--- src/rtl/intrapred_modesel.sv ---
// Streaming intra-prediction mode decision: per-mode SAD accumulation over a block, then a sequential arg-min.
// Optional macro INTRAPRED_MODESEL_BIAS_EN adds a per-mode unsigned rate bias to the comparison cost.
module intrapred_modesel #(
  parameter  int BLK_W     = 4,
  parameter  int BLK_H     = 4,
  parameter  int NUM_MODES = 9,
  parameter  int RES_W     = 9,
  localparam int MODE_W    = $clog2(NUM_MODES),
  localparam int SAD_W     = RES_W + $clog2(BLK_W*BLK_H)
) (
  input  logic                             clk,
  input  logic                             reset,
  input  logic                             in_valid,
  output logic                             in_ready,
  input  logic [NUM_MODES*BLK_W*RES_W-1:0] in_res,
  input  logic [NUM_MODES-1:0]             in_mask,
`ifdef INTRAPRED_MODESEL_BIAS_EN
  input  logic [NUM_MODES*8-1:0]           in_bias,
`endif
  output logic                             out_valid,
  input  logic                             out_ready,
  output logic [MODE_W-1:0]                out_mode,
  output logic [SAD_W-1:0]                 out_sad,
  output logic                             out_none,
  output logic                             busy
);

  localparam int                ROW_W     = (BLK_H > 1) ? $clog2(BLK_H) : 1;
  localparam logic [ROW_W-1:0]  LAST_ROW  = ROW_W'(BLK_H - 1);
  localparam logic [MODE_W-1:0] LAST_MODE = MODE_W'(NUM_MODES - 1);

  typedef enum logic [1:0] {S_IDLE, S_ACCUM, S_CMP, S_DONE} state_t;

  state_t              r_state;
  logic                r_in_ready;
  logic                r_out_valid;
  logic                r_out_none;
  logic [MODE_W-1:0]   r_out_mode;
  logic [SAD_W-1:0]    r_out_sad;
  logic [SAD_W-1:0]    r_acc [NUM_MODES];
  logic [NUM_MODES-1:0] r_mask;
  logic [ROW_W-1:0]    r_row;
  logic [MODE_W-1:0]   r_idx;
  logic                r_have;
  logic [MODE_W-1:0]   r_best_mode;
  logic [SAD_W-1:0]    r_best_sad;
  logic [SAD_W:0]      r_best_cost;
`ifdef INTRAPRED_MODESEL_BIAS_EN
  logic [NUM_MODES*8-1:0] r_bias;
`endif

  logic [SAD_W-1:0]    w_row_sum [NUM_MODES];
  logic [SAD_W-1:0]    w_cur_sad;
  logic [SAD_W:0]      w_cur_cost;
  logic                w_take;
  logic                w_accept;

  // Magnitude kept in RES_W unsigned bits so the most negative residue maps exactly.
  function automatic logic [RES_W-1:0] abs_res(input logic [RES_W-1:0] x);
    return x[RES_W-1] ? -x : x;
  endfunction

  always_comb begin
    for (int unsigned m = 0; m < NUM_MODES; m++) begin
      w_row_sum[m] = '0;
      for (int unsigned c = 0; c < BLK_W; c++) begin
        w_row_sum[m] = w_row_sum[m] + SAD_W'(abs_res(in_res[(m*BLK_W+c)*RES_W +: RES_W]));
      end
    end
  end

  always_comb begin
    w_accept  = in_valid && r_in_ready;
    w_cur_sad = r_acc[r_idx];
`ifdef INTRAPRED_MODESEL_BIAS_EN
    w_cur_cost = {1'b0, w_cur_sad} + (SAD_W+1)'(r_bias[{r_idx, 3'b000} +: 8]);
`else
    w_cur_cost = {1'b0, w_cur_sad};
`endif
    w_take = r_mask[r_idx] && (!r_have || (w_cur_cost < r_best_cost));
  end

  always_ff @(posedge clk or negedge reset) begin
    if (!reset) begin
      r_state     <= S_IDLE;
      r_in_ready  <= 1'b0;
      r_out_valid <= 1'b0;
      r_out_none  <= 1'b0;
      r_out_mode  <= '0;
      r_out_sad   <= '0;
      for (int unsigned m = 0; m < NUM_MODES; m++) r_acc[m] <= '0;
      r_mask      <= '0;
      r_row       <= '0;
      r_idx       <= '0;
      r_have      <= 1'b0;
      r_best_mode <= '0;
      r_best_sad  <= '0;
      r_best_cost <= '0;
`ifdef INTRAPRED_MODESEL_BIAS_EN
      r_bias      <= '0;
`endif
    end else begin
      case (r_state)
        S_IDLE: begin
          r_in_ready <= 1'b1;
          if (w_accept) begin
            r_mask <= in_mask;
`ifdef INTRAPRED_MODESEL_BIAS_EN
            r_bias <= in_bias;
`endif
            for (int unsigned m = 0; m < NUM_MODES; m++) r_acc[m] <= w_row_sum[m];
            r_row  <= ROW_W'(1);
            r_idx  <= '0;
            r_have <= 1'b0;
            if (BLK_H == 1) begin
              r_state    <= S_CMP;
              r_in_ready <= 1'b0;
            end else begin
              r_state <= S_ACCUM;
            end
          end
        end
        S_ACCUM: begin
          if (w_accept) begin
            for (int unsigned m = 0; m < NUM_MODES; m++) r_acc[m] <= r_acc[m] + w_row_sum[m];
            r_row <= r_row + 1'b1;
            if (r_row == LAST_ROW) begin
              r_state    <= S_CMP;
              r_in_ready <= 1'b0;
            end
          end
        end
        S_CMP: begin
          if (w_take) begin
            r_have      <= 1'b1;
            r_best_mode <= r_idx;
            r_best_sad  <= w_cur_sad;
            r_best_cost <= w_cur_cost;
          end
          // The last mode's verdict is folded straight into the registered outputs.
          if (r_idx == LAST_MODE) begin
            r_state     <= S_DONE;
            r_out_valid <= 1'b1;
            if (w_take) begin
              r_out_mode <= r_idx;
              r_out_sad  <= w_cur_sad;
              r_out_none <= 1'b0;
            end else if (r_have) begin
              r_out_mode <= r_best_mode;
              r_out_sad  <= r_best_sad;
              r_out_none <= 1'b0;
            end else begin
              r_out_mode <= '0;
              r_out_sad  <= '1;
              r_out_none <= 1'b1;
            end
          end else begin
            r_idx <= r_idx + 1'b1;
          end
        end
        S_DONE: begin
          if (out_ready) begin
            r_state     <= S_IDLE;
            r_out_valid <= 1'b0;
            r_in_ready  <= 1'b1;
          end
        end
        default: r_state <= S_IDLE;
      endcase
    end
  end

  assign in_ready  = r_in_ready;
  assign out_valid = r_out_valid;
  assign out_mode  = r_out_mode;
  assign out_sad   = r_out_sad;
  assign out_none  = r_out_none;
  assign busy      = (r_state != S_IDLE);

endmodule

--- config.mk ---
export PLATFORM = sky130hd
export DESIGN_NAME = intrapred_modesel
export DESIGN_NICKNAME = d
export VERILOG_FILES = /design/src/rtl/intrapred_modesel.sv
export SDC_FILE = /design/constraint.sdc
export NUM_CORES = 1
export LEC_CHECK = 0
export ABC_AREA = 1
export CELL_PAD_IN_SITES_DETAIL_PLACEMENT = 1
export CELL_PAD_IN_SITES_GLOBAL_PLACEMENT = 1
export CORE_MARGIN = 4
export CORE_UTILIZATION = 39
export DETAILED_ROUTE_END_ITERATION = 7
export MAX_ROUTING_LAYER = met4
export PLACE_DENSITY = 0.85
export SETUP_SLACK_MARGIN = 0.3
export SYNTH_ARGS = -nofsm -noshare
export SYNTH_HDL_FRONTEND = slang
export SYNTH_SLANG_ARGS = --single-unit
--- constraint.sdc ---
create_clock -name clk -period 5.45 [get_ports clk]
set_clock_uncertainty 0.15 [all_clocks]
set_input_delay 1.09 -clock clk [delete_from_list [all_inputs] [get_ports clk]]
set_output_delay 1.09 -clock clk [all_outputs]
set_load 0.02 [all_outputs]
==> out/results.txt, run 1 <==
The tools report the number of core rows as 96. Cell at the root of the clock tree: clkbuf_16. Portion of netlist area occupied by mux cells: 0%. Global routing used 75.9% of the available tracks across all layers. Summed over all layers, the global routing overflow is 118. The synthesized flop and latch total is 172. Each instance of the synthesized netlist takes up on average 6.93 um^2.

The maximum level of the CTS H-tree is 4, and the cts-stage hold buffer count is 0. Half-perimeter wire length of the detailed placement result: 85,700 um. The xor and xnor area share after synthesis is 10.2%, and the number of I/O port buffers is 357.

The run stopped with a tool error. For this run, the number of Yosys warnings is 0. The async set or reset register ratio after synthesis was 100%. The main combinational cell family by area after synthesis is adder cells. The first error in the log reads "[ERROR GRT-0232] Routing congestion too high. Check the congestion heatmap in the GUI". The number of buffers inserted during clock tree synthesis came out at 17. The pin ending the worst setup path after global-route repair is r_acc[25]$_DFFE_PN0P_/D. Terminating stage of the flow: global routing. The logs give 39.6% for the initial core utilization and 48 for the distinct cell type count after synthesis. The fraction of the mapped netlist area in compound gates is 16.0%, and the post-synth design cell area is 0.0273 mm^2. The synthesized netlist devotes 18.8% of its cell area to simple gates.

The die is 273 um tall. The number of nets in the synthesized netlist is 4,701. The boundary pin count was 358; the initial antenna violation count was 23.

The pin count of the biggest net entering global routing is 115, and the number of flops mapped to enable cells by yosys is 0. Sequential cells were found to cover 15.8% of the synthesized design area. The floorplan step set the die width to 273 um.

At the end of routability-driven placement, the weighted congestion stood at 0.935. For the maximum buffer depth of the clock tree, the log shows 2. After the last repair the worst path ends at a sequential cell input.

The share of synthesized cell area in full adder, half adder and majority cells works out to 24.3%. The most used flip-flop cell after synthesis is dfrtp_1. Synthesis produced a netlist whose cell count is 3,937.

The clock drives 172 sinks.
-- metrics by stage --
step	std cells	cell area [um^2]	setup TNS [ps]	setup slack [ps]	utilization [%]
global placement	5716	36800	-31170	-627	53.4
CTS	5861	40500	0	71.8	58.7
detailed placement	5716	36800	-50080	-996	53.4
floorplan	3937	28100	0	230	-
-- per-layer routing --
| layer | track usage, % | GRT overflow |
|---|---|---|
| met4 | 78.2 | 48 |
| met1 | 72.6 | 2 |
| met2 | 92.4 | 65 |
| met3 | 58.1 | 3 |
| met5 | - | - |
-- kinds of logic after synthesis --
| kind of cell | Yosys count |
|---|---|
| AND/OR/NAND/NOR | 1207 |
| buffers and inverters | 1056 |
| AO/OA/AOI/OAI | 758 |
| adder cells (fa/ha/maj) | 427 |
| XOR/XNOR | 317 |
| flip-flops | 172 |
-- repair_timing --
action | CTS
gates resized for setup | 704
endpoints found under the setup margin | 76
setup buffers | 113
pin swaps | 362
-- cells in the mapped netlist, drive strengths merged, types with 7 or more instances --
| master | number | area share [%] |
|---|---|---|
| nand4 | 30 | 0.69 |
| nor4 | 12 | 0.28 |
| nand3 | 188 | 3.5 |
| o2111ai | 7 | 0.22 |
| nor2 | 210 | 2.9 |
| a21oi | 256 | 4.7 |
| o31ai | 26 | 0.72 |
| o311ai | 11 | 0.35 |
| buf | 37 | 0.94 |
| o211ai | 36 | 0.99 |
| xnor2 | 113 | 3.6 |
| o21a | 12 | 0.33 |
| or4 | 11 | 0.30 |
| clkbuf | 69 | 0.95 |
| nor3 | 109 | 2.0 |
| fa | 171 | 13 |
| a211oi | 9 | 0.25 |
| inv | 947 | 13 |
| a31oi | 28 | 0.64 |
| o21ai | 304 | 5.9 |
| o21bai | 19 | 0.52 |
| xor2 | 204 | 6.5 |
| o221ai | 12 | 0.39 |
| o22ai | 17 | 0.39 |
| a21o | 13 | 0.36 |
| dfrtp | 172 | 16 |
| nand2 | 641 | 9.0 |
| ha | 256 | 12 |
==> inputs of run 2 (changes only) <==
==> config.mk (replaced) <==
export PLATFORM = sky130hd
export DESIGN_NAME = intrapred_modesel
export DESIGN_NICKNAME = d
export VERILOG_FILES = /design/src/rtl/intrapred_modesel.sv
export SDC_FILE = /design/constraint.sdc
export NUM_CORES = 1
export LEC_CHECK = 0
export ABC_AREA = 1
export CORE_MARGIN = 4
export CORE_UTILIZATION = 24
export DETAILED_ROUTE_END_ITERATION = 7
export PLACE_DENSITY_LB_ADDON = 0.15
export SYNTH_ARGS = -nofsm -noshare
export SYNTH_HDL_FRONTEND = slang
export SYNTH_SLANG_ARGS = --single-unit
==> run 2 against run 1 <==
Synthesized area is the same. Synthesized cell count stayed put. The run now ends clean.
==> out/results.txt, run 2 <==
The flow ran to the end, and the final reports show no timing, DRC or antenna violations. In this run the number of cells on the critical path is 28. The most common cell in the netlist was inv_1. Number of I/O port buffers: 357 (unchanged). Setup violations remaining at the end of the flow were counted as 0.

Critical path startpoint category: an input pin. Counting stages on the worst path, the most repeated cell is buf_4. The share of final-layout standard cells stronger than drive strength 1 came out at 31.8%. The tools report the final critical-path setup slack as 158 ps.

After synthesis, the cell types taking the most area are dfrtp_1 (16%), inv_1 (13%), fa_1 (13%). The finished cells cover 0.0425 mm^2. The height of the chip works out to 345 um (+27%). The worst setup path is of the in -> reg kind. For this run, the slowest stage of the critical path takes 530 ps. The tools report the half-perimeter wire length of the detailed placement result as 76,600 um (-11%).

Summing all multi-input logic gate instances after layout gives 0.0225 mm^2. The sequential-to-total area share from yosys stat came out at 15.8% (unchanged). Setup repair after global routing could not meet its margin everywhere. The portion of netlist area occupied by mux cells is 0% (unchanged), and the total core area is 0.113 mm^2.

The x dimension of the die was 345 um (+27%). The number of buffers inserted during clock tree synthesis was 17 (unchanged); the fraction of synthesized cell area taken by the top area cell type was 15.8% (unchanged). Wires add up to 94,800 um. Power comes to 28.9 mW. The relative slew slack was 40.3%; the period utilization was 97.1%.

Clock-pin slew was measured on the worst setup and hold paths at 70 ps. Together, buffers and inverters on the worst path number 10. The min-delay analysis places its worst path in the category reg -> reg.

For the worst-skew pair, the clock arrives at the later sink with an insertion delay of 490 ps. The count of clock tree sinks was 172 (unchanged); the hold slack was 325 ps. In this run, the number of DRC markers left after iteration 0 of detailed routing was 1,113. By area, the combinational part of the netlist is dominated by adder cells.

For the worst setup path, the data required time is 5710 ps. The worst hold path depth came out at 2. TritonCTS built the clock tree.

After detailed routing, the average wire length per cell comes to 14.5 um. Number of remaining DRC errors: 0. The boundary pin count is 358 (unchanged). The average cell area after synthesis came out at 6.93 um^2 (unchanged). Subtracting the final worst setup slack from the clock period gives 5290 ps. Slew at the pin with the worst max-slew slack: 896 ps.

The post-synthesis simple-gate area fraction came out at 18.8% (unchanged). The run gives 2 (unchanged) as the maximum buffer depth of the clock tree. The async set or reset register ratio after synthesis works out to 100% (unchanged). The xor and xnor area share after synthesis is 10.2% (unchanged), and the layout overhead on the synthesized area is 55.7%. For the final routed database, the setup TNS stands at 0 ps. Across every metal layer, demand over resource in global routing totals 15.4%.

The synthesized flop and latch total was 172 (unchanged); the distinct cell type count after synthesis was 48 (unchanged). The initial antenna violation count is 2. The logs give 91 for the pin count of the biggest net entering global routing and 0.834 (-11%) for the global placer's final weighted congestion. The net count of the finished layout is 5,782. For this run, the leading register cell type out of synthesis is dfrtp_1. The die area came out at 0.119 mm^2.

The final count of hold timing violations was 0. Based on the critical path, the design can be clocked at up to 189 MHz. The arrival time at the worst endpoint was 5550 ps. Share of synthesized cell area in full adder, half adder and majority cells: 24.3% (unchanged). The maximum level of the CTS H-tree came out at 4 (unchanged).

For the number of slew-limit violations in the final report, the log shows 0. Counting cells, the worst reg-to-reg path comes to 9. In the layout the commonest cells are inv_1 (812), buf_4 (798), nand2_1 (571). The via count of the first global-routing pass came out at 29.0k.

Worst slack at placement: -1100 ps (-99.3 ps). The register with the most flip-flops in the final layout is r_acc. The count of nets left with antenna violations once routing finished came out at 0. The number of core rows came out at 123 (+28%). The flip-flop and latch area is 0.00431 mm^2, and the number of violations of the max-capacitance limit is 0.

Leaving out fill and tap cells, the most frequent cell in the layout is inv_1. Dividing total power by cell area gives a power density of 679 mW/mm^2. Cell taking the most area after synthesis: dfrtp_1. The first global-routing pass estimated 151,000 um of wire. The tools report the initial core utilization as 24.2% (-15 points).

The first TritonRoute pass finished after 5 iterations. The synthesized instance count came out at 3,937 (unchanged). The commonest cells after synthesis are inv_1 (938), nand2_1 (628), o21ai_0 (268), a21oi_1 (256), ha_1 (256). The net count after synthesis was 4,701 (unchanged); the overall via count from detail_route was 28.3k.

The tools report the worst vdd rail ir drop as 0.381 mV. Grouping stages by cell kind, the critical path spends the most delay in adder cells. The post-synth design cell area was 0.0273 mm^2 (unchanged). The logs give 0.0378 mm^2 (+2.5%) for the cell area after placement and 21.4 nW for the static leakage. Setup slack on the worst reg-to-reg path comes out at 1230 ps. In this run the clock root is driven by a clkbuf_16. After global routing the overflow that remains totals 0.

The number of flip-flops under the largest register name is 117. The worst setup path is captured at a flip-flop. The total of warnings raised by yosys came out at 0 (unchanged).

Along the worst path, the maximum fanout reaches 4. Using the TritonRoute via totals, the vias-per-cell ratio works out to 4.34. The layout has 11.9k filler cells. For this design, the slowest cell found on the critical path is fa_1. The fraction of the mapped netlist area in compound gates was 16.0% (unchanged); the number of flops mapped to enable cells by yosys was 0 (unchanged).
## run 2: power by group
part	internal, mW	switching, mW	total (mW)
logic	12.5	12.6	25.0
registers	1.85	0.731	2.58
clock network	0.670	0.581	1.25
total	15.0	13.9	28.9
## run 2: path summary, 6_finish.rpt
kind / from / to
max in group asynchronous: reset / r_acc[73]
min reg2reg: r_mask[6] / r_mask[6]
min: r_mask[6] / r_mask[6]
max: in_res[128] / r_acc[76]
max reg2reg: r_state[1] / r_acc[50]
min in group asynchronous: reset / r_mask[4]
## run 2: what timing repair did
action	CTS	global route
hold buffers	0	0
endpoints found under the setup margin	59	61
pin swaps	220	384
gates resized for setup	430	640
setup buffers	49	42
## run 2: routing by layer
metal / track usage [%] / wire length, um
met5: 0 / 13
met4: 3.23 / 1460
met3: 1.63 / 2830
met2: 27.6 / 47200
met1: 20.1 / 43400
## run 2: logic make-up (layout without fill, tap and decap cells)
family	count (synthesis)	count (layout)
and+or+nand+nor	1207	1207
buffers and inverters	1056	2150
AOI/OAI and AO/OA	758	758
adders and majority gates	427	427
xor gates and xnor gates	317	317
DFF	172	172
other	0	1
## run 2: area by class of cell
type | instances | share of cell area (%)
timing repair buffer | 1168 | 22.8
tap | 1500 | 4.42
inverter | 950 | 8.43
multi-input combinational | 2709 | 52.9
clock inverter | 12 | 0.292
clock buffer | 20 | 1.03
sequential | 172 | 10.1
antenna | 1 | 0.00589
## run 2: worst reg2reg max path, cell delays in order, from the launching register on
cell,delay (ps)
dfrtp_1,420
inv_1,140
ha_4,580
clkinv_2,870
nor2_1,490
nor2_4,90
inv_4,590
buf_4,510
a21oi_2,100
a211oi_2,190
## run 2: metrics by stage
stage               cells  utilization [%]
floorplan            3937                -
global placement     6417             33.5
detailed placement   6417             33.5
CTS                  6497             35.7
global route         6531             37.7
finish               6532             37.7
Note: power is estimated with default switching activity, not from simulation.
==> inputs of run 3 (changes only) <==
--- a/config.mk
+++ b/config.mk
@@ -6,10 +6,12 @@
 export NUM_CORES = 1
 export LEC_CHECK = 0
 export ABC_AREA = 1
+export CAP_MARGIN = 30
 export CORE_MARGIN = 4
 export CORE_UTILIZATION = 24
 export DETAILED_ROUTE_END_ITERATION = 7
 export PLACE_DENSITY_LB_ADDON = 0.15
+export SLEW_MARGIN = 20
 export SYNTH_ARGS = -nofsm -noshare
 export SYNTH_HDL_FRONTEND = slang
 export SYNTH_SLANG_ARGS = --single-unit
==> results of run 3 <==
No change in the layout: final DEF, timing and power equal those of run 2.
